===== config.mk =====
export PLATFORM = sky130hd
export DESIGN_NAME = cpu_datapath
export DESIGN_NICKNAME = d
export VERILOG_FILES = /design/src/rtl/cpu_datapath_pkg.sv /design/src/rtl/cpu_datapath_reg32.sv /design/src/rtl/cpu_datapath.sv
export SDC_FILE = /design/constraint.sdc
export NUM_CORES = 2
export LEC_CHECK = 0
export BUFFER_PORTS_ARGS = -buffer_cell sky130_fd_sc_hd__buf_4
export CAP_MARGIN = 20
export CORE_AREA = 2 2 347 349
export DETAILED_ROUTE_END_ITERATION = 10
export DIE_AREA = 0 0 349 351
export GPL_TIMING_DRIVEN = 0
export PLACE_DENSITY = 0.61
export SYNTH_ARGS = -nofsm -noshare
export SYNTH_HDL_FRONTEND = slang
export SYNTH_HIERARCHICAL = 1
export SYNTH_SLANG_ARGS = --single-unit
export TNS_END_PERCENT = 20

===== constraint.sdc =====
create_clock -name Clock -period 6.1 [get_ports Clock]
set_input_delay 1.525 -clock Clock [delete_from_list [all_inputs] [get_ports Clock]]
set_output_delay 1.525 -clock Clock [all_outputs]
set_load 0.005 [all_outputs]

===== src/rtl/cpu_datapath_pkg.sv =====
// Shared constants for the single-bus datapath: bus width and the encoder select codes.
package cpu_datapath_pkg;
  localparam int WIDTH = 32;

  localparam logic [4:0] SEL_R0     = 5'd0;
  localparam logic [4:0] SEL_HI     = 5'd16;
  localparam logic [4:0] SEL_LO     = 5'd17;
  localparam logic [4:0] SEL_ZHI    = 5'd18;
  localparam logic [4:0] SEL_ZLO    = 5'd19;
  localparam logic [4:0] SEL_PC     = 5'd20;
  localparam logic [4:0] SEL_MDR    = 5'd21;
  localparam logic [4:0] SEL_INPORT = 5'd22;
  localparam logic [4:0] SEL_Y      = 5'd23;
  localparam logic [4:0] SEL_NONE   = 5'd31;
endpackage


===== src/rtl/cpu_datapath_reg32.sv =====
// Generic bus register: synchronous active-low clear, load on en, otherwise hold.
module reg32
  import cpu_datapath_pkg::*;
(
  input  logic             Clock,
  input  logic             Resetn,
  input  logic             en,
  input  logic [WIDTH-1:0] d,
  output logic [WIDTH-1:0] q
);
  always_ff @(posedge Clock) begin
    if (!Resetn)  q <= '0;
    else if (en)  q <= d;
  end
endmodule


===== src/rtl/cpu_datapath.sv =====
// Single-bus CPU datapath: register file plus special registers around one combinational bus mux.
// Bus, encoder and ALU are zero-latency; every register captures on the next rising Clock.
module cpu_datapath
  import cpu_datapath_pkg::*;
(
  input  logic             Clock,
  input  logic             Resetn,
  input  logic             R0in, R1in, R2in, R3in, R4in, R5in, R6in, R7in,
  input  logic             R8in, R9in, R10in, R11in, R12in, R13in, R14in, R15in,
  input  logic             HIin, LOin, PCin, MDRin, INPORTin, Zin, Yin, MARin, IRin,
  input  logic             AND,
  input  logic             R0out, R1out, R2out, R3out, R4out, R5out, R6out, R7out,
  input  logic             R8out, R9out, R10out, R11out, R12out, R13out, R14out, R15out,
  input  logic             HIout, LOout, ZHIout, ZLOout, Zout, PCout, MDRout, INPORTout, Yout,
  input  logic             Read,
  input  logic             IncPC,
  input  logic [WIDTH-1:0] Mdatain,
  output logic [WIDTH-1:0] busMuxOut,
  output logic [4:0]       encoderOut,
  output logic [WIDTH-1:0] BusMuxInR0, BusMuxInR1, BusMuxInR2, BusMuxInR3,
  output logic [WIDTH-1:0] BusMuxInR4, BusMuxInR5, BusMuxInR6, BusMuxInR7,
  output logic [WIDTH-1:0] BusMuxInR8, BusMuxInR9, BusMuxInR10, BusMuxInR11,
  output logic [WIDTH-1:0] BusMuxInR12, BusMuxInR13, BusMuxInR14, BusMuxInR15,
  output logic [WIDTH-1:0] BusMuxInHI, BusMuxInLO, BusMuxInZhi, BusMuxInZlo,
  output logic [WIDTH-1:0] BusMuxInPC, BusMuxInMDR, BusMuxInInport, BusMuxInY
);
  logic [15:0]      rin, rout;
  logic [23:0]      out_vec;
  logic [4:0]       sel;
  logic [WIDTH-1:0] bus, alu, mdr_d;
  logic [WIDTH-1:0] r_q [16];
  logic [WIDTH-1:0] src [32];
  logic [WIDTH-1:0] hi_q, lo_q, zhi_q, zlo_q, pc_q, mdr_q, inport_q, y_q, mar_q, ir_q;
  logic             unused_internal;

  assign rin  = {R15in, R14in, R13in, R12in, R11in, R10in, R9in, R8in,
                 R7in, R6in, R5in, R4in, R3in, R2in, R1in, R0in};
  assign rout = {R15out, R14out, R13out, R12out, R11out, R10out, R9out, R8out,
                 R7out, R6out, R5out, R4out, R3out, R2out, R1out, R0out};
  assign out_vec = {Yout, INPORTout, MDRout, PCout, ZLOout | Zout, ZHIout, LOout, HIout, rout};

  // Ascending scan so the highest asserted code overrides lower ones.
  always_comb begin
    sel = SEL_NONE;
    for (int i = 0; i < 24; i++) begin
      if (out_vec[i]) sel = 5'(i);
    end
  end

  always_comb begin
    for (int i = 0; i < 32; i++) src[i] = '0;
    for (int i = 0; i < 16; i++) src[i] = r_q[i];
    src[SEL_HI]     = hi_q;
    src[SEL_LO]     = lo_q;
    src[SEL_ZHI]    = zhi_q;
    src[SEL_ZLO]    = zlo_q;
    src[SEL_PC]     = pc_q;
    src[SEL_MDR]    = mdr_q;
    src[SEL_INPORT] = inport_q;
    src[SEL_Y]      = y_q;
    bus             = src[sel];
  end

  always_comb begin
    alu = bus;
    if (IncPC)    alu = bus + WIDTH'(1);
    else if (AND) alu = y_q & bus;
  end

  assign mdr_d = Read ? Mdatain : bus;

  for (genvar g = 0; g < 16; g++) begin : g_rf
    reg32 u_r (.Clock(Clock), .Resetn(Resetn), .en(rin[g]), .d(bus), .q(r_q[g]));
  end

  reg32 u_hi     (.Clock(Clock), .Resetn(Resetn), .en(HIin),     .d(bus),   .q(hi_q));
  reg32 u_lo     (.Clock(Clock), .Resetn(Resetn), .en(LOin),     .d(bus),   .q(lo_q));
  reg32 u_zhi    (.Clock(Clock), .Resetn(Resetn), .en(Zin),      .d('0),    .q(zhi_q));
  reg32 u_zlo    (.Clock(Clock), .Resetn(Resetn), .en(Zin),      .d(alu),   .q(zlo_q));
  reg32 u_pc     (.Clock(Clock), .Resetn(Resetn), .en(PCin),     .d(bus),   .q(pc_q));
  reg32 u_mdr    (.Clock(Clock), .Resetn(Resetn), .en(MDRin),    .d(mdr_d), .q(mdr_q));
  reg32 u_inport (.Clock(Clock), .Resetn(Resetn), .en(INPORTin), .d(bus),   .q(inport_q));
  reg32 u_y      (.Clock(Clock), .Resetn(Resetn), .en(Yin),      .d(bus),   .q(y_q));
  reg32 u_mar    (.Clock(Clock), .Resetn(Resetn), .en(MARin),    .d(bus),   .q(mar_q));
  reg32 u_ir     (.Clock(Clock), .Resetn(Resetn), .en(IRin),     .d(bus),   .q(ir_q));

  // MAR and IR feed the memory/control side, which lives outside this block.
  assign unused_internal = ^{mar_q, ir_q};

  assign busMuxOut  = bus;
  assign encoderOut = sel;
  assign BusMuxInR0  = r_q[0];  assign BusMuxInR1  = r_q[1];
  assign BusMuxInR2  = r_q[2];  assign BusMuxInR3  = r_q[3];
  assign BusMuxInR4  = r_q[4];  assign BusMuxInR5  = r_q[5];
  assign BusMuxInR6  = r_q[6];  assign BusMuxInR7  = r_q[7];
  assign BusMuxInR8  = r_q[8];  assign BusMuxInR9  = r_q[9];
  assign BusMuxInR10 = r_q[10]; assign BusMuxInR11 = r_q[11];
  assign BusMuxInR12 = r_q[12]; assign BusMuxInR13 = r_q[13];
  assign BusMuxInR14 = r_q[14]; assign BusMuxInR15 = r_q[15];
  assign BusMuxInHI     = hi_q;
  assign BusMuxInLO     = lo_q;
  assign BusMuxInZhi    = zhi_q;
  assign BusMuxInZlo    = zlo_q;
  assign BusMuxInPC     = pc_q;
  assign BusMuxInMDR    = mdr_q;
  assign BusMuxInInport = inport_q;
  assign BusMuxInY      = y_q;
endmodule


* Yosys cells after proc, flatten, opt, wreduce, memory -nomap -nowiden *
Cells that the tools add are included.

word-level totals
  logic and storage cells = 58
  bits in registers = 736

operators by class
  multiplexer cells = 30
  add/sub/neg operators = 1
  bitwise gates (word level) = 3
  order comparisons = 1

operators with widths
  cell                                                             number
  32-bit binary-select mux with 5-bit select                       1
  32-bit 2-to-1 mux                                                5
  5-bit 2-to-1 mux                                                 24
  32-bit by 1-bit adder with 32-bit output, second input constant  1
  32-bit bitwise AND                                               1
  6-bit >= comparator, second input constant                       1
  5-bit inverter with 6-bit output                                 1
  1-bit bitwise OR                                                 1

* Longest topological paths before layout *
  depth in word-level cells = 31
  mapped depth = 24

* Hierarchy *
Netlist, hierarchy kept.

modules (own cells, without submodules)
  module        cells each  seq. area each (um^2)  area each (um^2)  instances
  reg32         103         640.6                  1243.7            24
  cpu_datapath  1507        0.0                    9091.2            1

* Least setup slack after synthesis *
No wires, ideal clock.

  path kind = in2out
  start = in R11out
  end = out busMuxOut[31]
  path slack = 0.036 ns
  stages = 14
  arrival = 4.539 ns
  buffers on the path = 4
  path through = nor2b_1 -> or4_4 -> a211o_2 -> nor2_8 -> buf_2 -> buf_2 -> buf_1 -> buf_1 -> a211oi_1 -> a311oi_1 -> a311oi_1 -> nor3_1 -> a221oi_1 -> inv_1

between the ends
  cells in the longest elaborated chain, start to end = 17

ends and longest elaborated chain
  what                                                    RTL line            RTL
  from (decl)                                             cpu_datapath.sv:13  input logic R8out, R9out, R10out, R11out, R12out, R13out, R14out, R15out,
  5-bit 2-to-1 mux (13 in series)                         cpu_datapath.sv:46  if (out_vec[i]) sel = 5'(i);
  5-bit inverter with 6-bit output (implied by the code)  cpu_datapath.sv:61  bus = src[sel];
  32-bit binary-select mux with 5-bit select              cpu_datapath.sv:61
  32-bit 2-to-1 mux (implied by the code) (2 in series)   cpu_datapath.sv:61
  to (decl)                                               cpu_datapath.sv:18  output logic [WIDTH-1:0] busMuxOut,

Every way passes these cells. The select of a mux whose other input is x is not followed.

* Worst setup path after layout *
  start = in R11out
  end = out busMuxOut[0]

Same word-level chain as after synthesis.

==> qor.csv <==
stage;metric;value;unit
place;dpl_worst_slack;-3.25;ns
timing;slew_headroom;0.202;
critical_path;start_kind;input pin;
global_routing;grt_use_met1;0.464;
power_and_ir_drop;ir_drop;0.191;mV
synthesis;yosysTopAreaCellShare;0.395;
final_layout;drive_gt1_frac;0.338;
clocking;h-tree-depth;3;
clocking;holdBufCountCts;0;
place;gp_congestion;0.989;
detailed_routing;routed_wl;248000;microns
detailed_routing;drt-initial-drc-count;4363;
synthesis;yosys.area.top_type;dfxtp_1;
timing;slew_violations;0;
critical_path;critPathCaptureType;primary output;
floorplan;die_h;351;microns
timing;rsz0062_at_grt;yes;
outcome;failed_checks;setup timing;
synthesis;synth-seq-area-share;0.395;
detailed_routing;wl_per_cell;36.4;microns
final_layout;n_fill_cell;11300;
global_routing;antenna_found_initial;7;
final_layout;area_growth;44.4;%
timing;setup_ws;-0.259;ns
timing;hold_viol_final;0;
clocking;cts_tree;yes;
clocking;clk_latency;0.69;ns
hold_path;hp-start;g_rf[10].u_r/q[24]$_SDFFE_PN0P_;
power_and_ir_drop;leakagePower;24.6;nW
final_layout;fin_util;0.472;
timing;fin_crit;6.36;ns
global_routing;overflow;0;
floorplan;initial_core_util;0.327;
place;hpwl;182000;microns
synthesis;synth_ff_type;dfxtp_1;
global_routing;grt_busiest_layer;met2;
timing;setup_viol;29;
synthesis;async_flop_share;0;
floorplan;io_pins;892;
global_routing;use_met2;0.610;
floorplan;row_count;127;
synthesis;synth_warnings;6;
place;port_buffers;864;
synthesis;synth.area.top_cells;dfxtp_1, mux2i_1, nor2b_1;
outcome;outcome;complete, but fails checks;
final_layout;largest_reg_flops;512;
clocking;cts_inserted_buffers;92;
global_routing;grt_max_degree;62;
critical_path;worstSetupPathType;in2out;
floorplan;core;119000;sq um
critical_path;critPathLaunch;R11out;
detailed_routing;ant_nets;0;
global_routing;grt_pass1_wl;323000;microns
synthesis;syn_area;38900;sq um
final_layout;regMostFlops;g_rf.u_r/q;
timing;worst-slew-pin-transition;1.20;ns
clocking;cts_sinks;768;
detailed_routing;dr.pass1.iters;7;
synthesis;syn_inst;3979;
critical_path;required;4.58;ns
timing;timing.final.crit_share;1.04;
global_routing;gr-usage-all-layers;0.387;
critical_path;cp.arrival;4.83;ns
detailed_routing;viasPerCell;5.63;
clocking;clkTransAtPathRegs;0.06;ns
clocking;clk_path_buf_depth;3;
power_and_ir_drop;powerDensity;268;nW/um^2
synthesis;avgSynthCellArea;9.79;sq um
final_layout;fin_nets;5288;
timing;skew;0.0226;ns
global_routing;grt_use_met3;0.116;
synthesis;ys_ff_latch;768;
final_layout;fin_cells;6820;
critical_path;crit_fanout;17;
critical_path;r2r_start;u_zhi/q[0]$_SDFFE_PN0P_;
timing;max_freq;0.157;GHz
hold_path;hold_path_class;reg2reg;
synthesis;synth_edf_count;0;
job;maxCapViolCount;0;
synthesis;netlist-cell-type-count;90;
floorplan;die_w;349;microns
detailed_routing;vias;38400;
detailed_routing;drc;0;
global_routing;grt_pass1_vias;35600;
clocking;cts_root_buffer;clkbuf_16;
floorplan;fp.dieArea;122000;sq um
place;place_inst;6459;
-- final timing paths --
kind	end	slack, ns	cells past startpoint
worst min-delay path	g_rf[10].u_r/q[24]$_SDFFE_PN0P_	0.54	2
worst max-delay path	busMuxOut[0]	-0.26	14
worst min register to register	g_rf[10].u_r/q[24]$_SDFFE_PN0P_	0.54	2
worst max register to register	u_zlo/q[20]$_SDFFE_PN0P_	1.93	17
-- Yosys cell counts (12+ instances only) --
cell type and instances:
a211oi_1 41, a21oi_1 59, a311oi_1 12, a31oi_1 39, a32oi_1 15, and3_1 47, buf_1 21, buf_12 72
buf_2 56, buf_6 34, clkbuf_1 119, dfxtp_1 768, inv_1 30, mux2_2 48, mux2i_1 906, nand2_1 392
nand3_1 209, nand4_1 12, nor2_1 28, nor2b_1 775, nor3_1 15, nor4_1 12, o211ai_1 22, o21ai_0 63
o221ai_1 15, o22ai_1 15
-- logic make-up (layout without fill, tap and decap cells) --
| family | after synthesis | after routing | synth area share |
|---|---|---|---|
| muxes | 954 | 954 | 0.247 |
| buffers and inverters | 342 | 1596 | 0.0723 |
| and+or+nand+nor | 1537 | 1539 | 0.216 |
| adders and majority gates | 1 | 1 | 0.000321 |
| DFF | 768 | 768 | 0.395 |
| AOI/OAI and AO/OA | 376 | 378 | 0.0697 |
| other | 1 | 36 | 0.0000963 |
-- critical path, stage by stage --
cell and delay, ns:
buf_6 0.10, nor2b_4 0.11, or4_4 0.55, buf_4 0.16, buf_4 0.13, a21oi_1 0.35
nand2_4 0.25, mux2i_1 0.33, o21ai_0 0.19, nor3_4 0.42, o32a_4 0.25, clkinvlp_4 0.12
buf_16 0.19, buf_6 0.13
-- report_power, final --
part | leakage [nW] | internal [mW] | total, mW | switching [mW]
sequential | 6.26 | 5.32 | 5.68 | 0.360
clock | 1.50 | 3.35 | 5.76 | 2.41
combinational | 16.8 | 1.58 | 3.61 | 2.03
total | 24.6 | 10.3 | 15.1 | 4.80
-- through the flow --
stage	area, sq um	hold slack [ns]	power (mW)	TNS (ns)
floorplan	39100	0.520	7.03	0
global placement	47500	0.517	8.60	-1153.67
detailed placement	48300	0.528	8.74	-609.18
CTS	55100	0.537	14.9	-5.49
global route	56200	0.557	15.4	-4.24
finish	56200	0.538	15.1	-3.96
-- final cells by class --
type                       count  area (sq um)  share of cell area
buffer                       303          3890              0.0692
multi-input combinational   2904         22600               0.402
sequential                   768         15400               0.273
clock inverter                34           428             0.00761
timing repair buffer        1093          9120               0.162
inverter                      34           220             0.00392
antenna                        4          10.0            0.000178
clock buffer                 128          2640              0.0469
timing repair inverter         4          20.0            0.000356
tap                         1548          1940              0.0345
-- repair_timing --
item	CTS	global route
cloned	12	4
setup buffers	138	49
pin swaps	84	56
setup endpoints to repair	352	43
gates resized for setup	595	173
-- layout by cell type, fill, tap and decap left out, types with 24 or more instances in the layout --
master,Yosys,routed
a21oi_1,59,45
a31oi_1,39,26
and3_1,47,46
buf_12,72,111
buf_16,0,40
buf_4,5,1011
buf_6,34,83
buf_8,1,30
clkbuf_1,119,102
clkbuf_16,0,99
conb_1,1,32
dfxtp_1,768,768
mux2_2,48,46
mux2i_1,906,894
nand2_1,392,372
nand3_1,209,181
nand3_2,0,24
nor2b_1,775,774
o21ai_0,63,55
-- routing by layer --
metal	up-vias	share of wire
met3	647	0.11
met2	2563	0.44
met4	2	0.072
met5	-	0.000032
met1	18900	0.38
li1	16300	-
Note: power is estimated with default switching activity, not from simulation.
